<file path="src/rtl/moore_seq_scheduler.sv">
// Round-robin front end that time-shares one "1101" Moore detector between two word requesters.
// Words are shifted MSB-first, followed by a two-zero flush; per-word hit counts are returned.
module moore_seq_scheduler #(
    parameter int unsigned WORD_W = 8,
    parameter int unsigned CNT_W  = 4
) (
    input  logic              clk,
    input  logic              rst,
    input  logic              req0_valid,
    input  logic [WORD_W-1:0] req0_data,
    output logic              req0_ready,
    input  logic              req1_valid,
    input  logic [WORD_W-1:0] req1_data,
    output logic              req1_ready,
    output logic              rsp_valid,
    input  logic              rsp_ready,
    output logic              rsp_id,
    output logic [CNT_W-1:0]  rsp_count,
    output logic              det_x1,
    input  logic              det_hit,
    output logic              busy
);

    localparam int unsigned BIT_W = (WORD_W > 2) ? $clog2(WORD_W) : 1;
    localparam logic [BIT_W-1:0] LAST_BIT = BIT_W'(WORD_W - 1);
    localparam logic [CNT_W-1:0] CNT_MAX  = {CNT_W{1'b1}};

    if (WORD_W < 2) begin : gen_param_check
        $error("WORD_W must be at least 2");
    end

    typedef enum logic [1:0] {
        StIdle,
        StShift,
        StFlush,
        StResp
    } state_e;

    state_e            state_q;
    logic [WORD_W-1:0] shreg_q;
    logic [BIT_W-1:0]  bit_cnt_q;
    logic              last_q;

    logic              grant_valid;
    logic              grant_id;
    logic [WORD_W-1:0] grant_data;
    logic              hit_credit;

    // Tie goes to whichever requester was not served last.
    always_comb begin
        grant_valid = 1'b0;
        grant_id    = 1'b0;
        if (state_q == StIdle) begin
            if (req0_valid && req1_valid) begin
                grant_valid = 1'b1;
                grant_id    = ~last_q;
            end else if (req0_valid) begin
                grant_valid = 1'b1;
                grant_id    = 1'b0;
            end else if (req1_valid) begin
                grant_valid = 1'b1;
                grant_id    = 1'b1;
            end
        end
    end

    assign grant_data = grant_id ? req1_data : req0_data;
    assign req0_ready = grant_valid && !grant_id;
    assign req1_ready = grant_valid && grant_id;

    // det_hit lags det_x1 by one cycle: SHIFT k>=1 credits bit k-1, FLUSH 0 credits the last bit.
    assign hit_credit = det_hit &&
                        (((state_q == StShift) && (bit_cnt_q != '0)) ||
                         ((state_q == StFlush) && (bit_cnt_q == '0)));

    always_ff @(posedge clk or negedge rst) begin
        if (!rst) begin
            state_q   <= StIdle;
            shreg_q   <= '0;
            bit_cnt_q <= '0;
            last_q    <= 1'b1;
            det_x1    <= 1'b0;
            rsp_valid <= 1'b0;
            rsp_id    <= 1'b0;
            rsp_count <= '0;
            busy      <= 1'b0;
        end else begin
            if (hit_credit && (rsp_count != CNT_MAX)) begin
                rsp_count <= rsp_count + CNT_W'(1);
            end
            unique case (state_q)
                StIdle: begin
                    if (grant_valid) begin
                        det_x1    <= grant_data[WORD_W-1];
                        shreg_q   <= {grant_data[WORD_W-2:0], 1'b0};
                        rsp_id    <= grant_id;
                        rsp_count <= '0;
                        last_q    <= grant_id;
                        bit_cnt_q <= '0;
                        busy      <= 1'b1;
                        state_q   <= StShift;
                    end
                end
                StShift: begin
                    if (bit_cnt_q == LAST_BIT) begin
                        det_x1    <= 1'b0;
                        bit_cnt_q <= '0;
                        state_q   <= StFlush;
                    end else begin
                        det_x1    <= shreg_q[WORD_W-1];
                        shreg_q   <= {shreg_q[WORD_W-2:0], 1'b0};
                        bit_cnt_q <= bit_cnt_q + BIT_W'(1);
                    end
                end
                StFlush: begin
                    det_x1 <= 1'b0;
                    if (bit_cnt_q == '0) begin
                        bit_cnt_q <= BIT_W'(1);
                    end else begin
                        bit_cnt_q <= '0;
                        rsp_valid <= 1'b1;
                        state_q   <= StResp;
                    end
                end
                StResp: begin
                    if (rsp_ready) begin
                        rsp_valid <= 1'b0;
                        busy      <= 1'b0;
                        state_q   <= StIdle;
                    end
                end
                default: begin
                    state_q <= StIdle;
                end
            endcase
        end
    end

endmodule

</file>
<file path="config.mk">
export PLATFORM = sky130hd
export DESIGN_NAME = moore_seq_scheduler
export DESIGN_NICKNAME = d
export VERILOG_FILES = /design/src/rtl/moore_seq_scheduler.sv
export SDC_FILE = /design/constraint.sdc
export NUM_CORES = 1
export LEC_CHECK = 0
export ABC_CLOCK_PERIOD_IN_PS = 1660
export CORE_MARGIN = 2
export CORE_UTILIZATION = 35
export DETAILED_ROUTE_END_ITERATION = 10
export PLACE_DENSITY_LB_ADDON = 0.2
export SETUP_SLACK_MARGIN = 0.15
export SLEW_MARGIN = 0
export SYNTH_ARGS = -nofsm -noshare
export SYNTH_HDL_FRONTEND = slang
export SYNTH_SLANG_ARGS = --single-unit
</file>
<file path="constraint.sdc">
create_clock -name clk -period 1.66 [get_ports clk]
set_input_delay 0.166 -clock clk [delete_from_list [all_inputs] [get_ports clk]]
set_output_delay 0.166 -clock clk [all_outputs]
set_load 0.02 [all_outputs]
</file>
==> impl_metrics.json <==
{
  "final_max_slew_viol_count": 0,
  "peakVddDrop_mv": 0.547,
  "grt_start_max_net_pins": 22,
  "arrival_ns": 1.84,
  "layout_commonest_cell": "clkdlybuf4s50_1",
  "clock-skew-final_ns": 0.00853,
  "die_w_um": 62.3,
  "syn_inst": 127,
  "routed_wirelength_um": 3230,
  "relSlewSlack_pct": 76.9,
  "worstReg2RegStart": "state_q[0]",
  "coreArea_mm2": 0.00331,
  "final_cell_mix": "clkdlybuf4s50_1, nand2_1, dfrtp_1, buf_4, buf_6",
  "critical_path_class": "reg -> reg",
  "ioPinCount": 32,
  "grt_usage_pct": 17.5,
  "viasPerCell": 5.08,
  "tightest_slew_ns": 0.346,
  "hold_path_class": "in -> async",
  "cts_root_buf": "clkbuf_4",
  "leakagePower_nw": 0.936,
  "synth_edf_count": 0,
  "die-area_mm2": 0.00388,
  "p_per_area_mw_per_mm2": 1700,
  "max_freq_ghz": 0.615,
  "final_hold_viol_count": 0,
  "post-route-period-util_pct": 97.9,
  "synthArstFlopShare_pct": 100,
  "port_buffers": 31,
  "ys_warn_count": 0,
  "clk_pin_slew_worst_paths_ns": 0.13,
  "required_ns": 1.87,
  "design_area_mm2": 0.00200,
  "drive_gt1_share_pct": 34.2,
  "cts_tree": "yes",
  "dr_total_vias": 1184,
  "firstDrtPassIters": 4,
  "yosys_most_used_dff": "dfrtp_1",
  "setup_viol": 0,
  "drt_iter0_markers": 45,
  "grt_pass1_wl_um": 5470,
  "rows": 21,
  "syn-num-nets": 158,
  "clock-sinks": 21,
  "crit_fanout": 5,
  "finish.utilization_pct": 60.5,
  "syn_area_mm2": 0.00119,
  "synth.distinct_cells": 33,
  "cp-end-kind": "flip-flop",
  "status": "complete, no violations",
  "maxCapViolations": 0,
  "htreeDepth": 1,
  "syn_area_per_cell_um2": 9.37,
  "antenna_found_initial": 0,
  "antenna_left": 0,
  "r2r_cells": 5,
  "rsz0062_at_grt": "yes",
  "layout.nets": 219,
  "rrSetupSlack_ns": 0.03,
  "diodes": 0,
  "first_global_vias": 1246,
  "min_period_ns": 1.63,
  "fp.dieH_um": 62.3,
  "clock_latency_ns": 0.31,
  "cts_made_buffers": 3,
  "route.detailed.drc": 0,
  "yosysSeqAreaShare_pct": 44.3,
  "post-dp-hpwl_um": 2160,
  "start_kind": "flip-flop",
  "initial_core_util_pct": 35.9,
  "ys_ff_latch": 21,
  "cts_buffer_depth": 2,
  "syn2layout_area_growth_pct": 68.5,
  "timing.rr.end": "state_q[1]",
  "gp_congestion": 0.736,
  "gr-total-overflow": 0,
  "wl_per_cell_um": 13.8,
  "place_area_mm2": 0.00166
}
==> metal layers <==
metal  track usage (%)  vias to the layer above  wire, um
li1                  -                      572         -
met1              21.1                      591      1420
met3              3.26                        2        90
met5                 0                        -         0
met2              30.8                       19      1700
met4              6.67                        0        19
==> stage by stage <==
step	total power [mW]	hold slack (ns)	setup TNS, ns	std cells	setup WS [ns]
2_1_floorplan	1.89	-0.130	0	127	0.0692
3_3_place_gp	2.43	0.486	-0.0913	215	-0.0308
3_5_place_dp	2.47	0.490	-0.224	215	-0.0640
4_1_cts	3.18	0.193	0	231	0.0563
5_1_grt	3.64	0.214	-0.0547	233	-0.0269
6_report	3.41	0.177	0	233	0.0343
==> critical path, stage by stage (launching register included) <==
cell and delay (ns):
dfrtp_1 0.41, inv_2 0.11, ha_4 0.17, or3b_4 0.42, nand3_2 0.11, mux2_4 0.30
==> flip-flops by register name (all words and copies together), names as in the netlist <==
name	count
shreg_q	7
rsp_count	4
bit_cnt_q	3
state_q	2
busy	1
det_x1	1
last_q	1
rsp_id	1
rsp_valid	1
==> area by class of cell <==
class,count,area (um^2)
fillers,282,1310
multi-input cells,95,820
repair buffers,57,537
flip-flops and latches,21,527
well taps,46,57.6
inverters,10,37.5
clock buffers,4,26.3
==> synth_stat cells (all sizes together) (2+ instances only) <==
| library cell | instances | share of area [%] |
|---|---|---|
| nand2 | 21 | 6.8 |
| ha | 9 | 9.5 |
| nand3 | 4 | 2.1 |
| mux2i | 3 | 2.5 |
| o311ai | 2 | 1.5 |
| o211ai | 2 | 1.3 |
| o31ai | 2 | 1.3 |
| o21ai | 8 | 3.4 |
| nor2b | 2 | 1.1 |
| o41ai | 2 | 1.5 |
| a31oi | 6 | 3.2 |
| nor2 | 7 | 2.2 |
| a21oi | 7 | 3.3 |
| inv | 9 | 2.8 |
| nand2b | 4 | 2.3 |
| o22ai | 7 | 3.7 |
| dfrtp | 20 | 42 |
==> timing repair <==
action,4_1_cts,5_1_grt
hold buffers,0,0
resized for setup,37,24
pin swaps,12,5
gates cloned,0,0
endpoints found under the setup margin,23,25
buffers inserted,12,2
==> kinds of logic (layout without fill, tap and decap cells) <==
| kind of cell | Yosys count | count (layout) | share of synthesized area [%] |
|---|---|---|---|
| simple gates | 44 | 44 | 18.4 |
| fa+ha+maj | 9 | 9 | 9.46 |
| mux | 4 | 4 | 3.47 |
| flops | 21 | 21 | 44.3 |
| buf+inv | 11 | 71 | 4.10 |
| compound gates | 38 | 38 | 20.3 |
==> report_power, final <==
part / total, mW / internal [mW] / switching (mW)
Sequential: 0.887 / 0.729 / 0.157
Clock: 0.261 / 0.0938 / 0.167
Combinational: 2.26 / 1.17 / 1.09
==> worst max path at each step <==
stage	to	startpoint	slack [ns]
final	state_q[1]	state_q[0]	0.03
after global routing	state_q[1]	state_q[1]	-0.03
after CTS	state_q[1]	state_q[0]	0.06
after detailed placement	state_q[1]	req1_valid	-0.06
after global placement	req1_ready	req0_valid	-0.03
after floorplan	det_x1	state_q[1]	0.07
No activity file was read; power rests on OpenSTA's default activity.
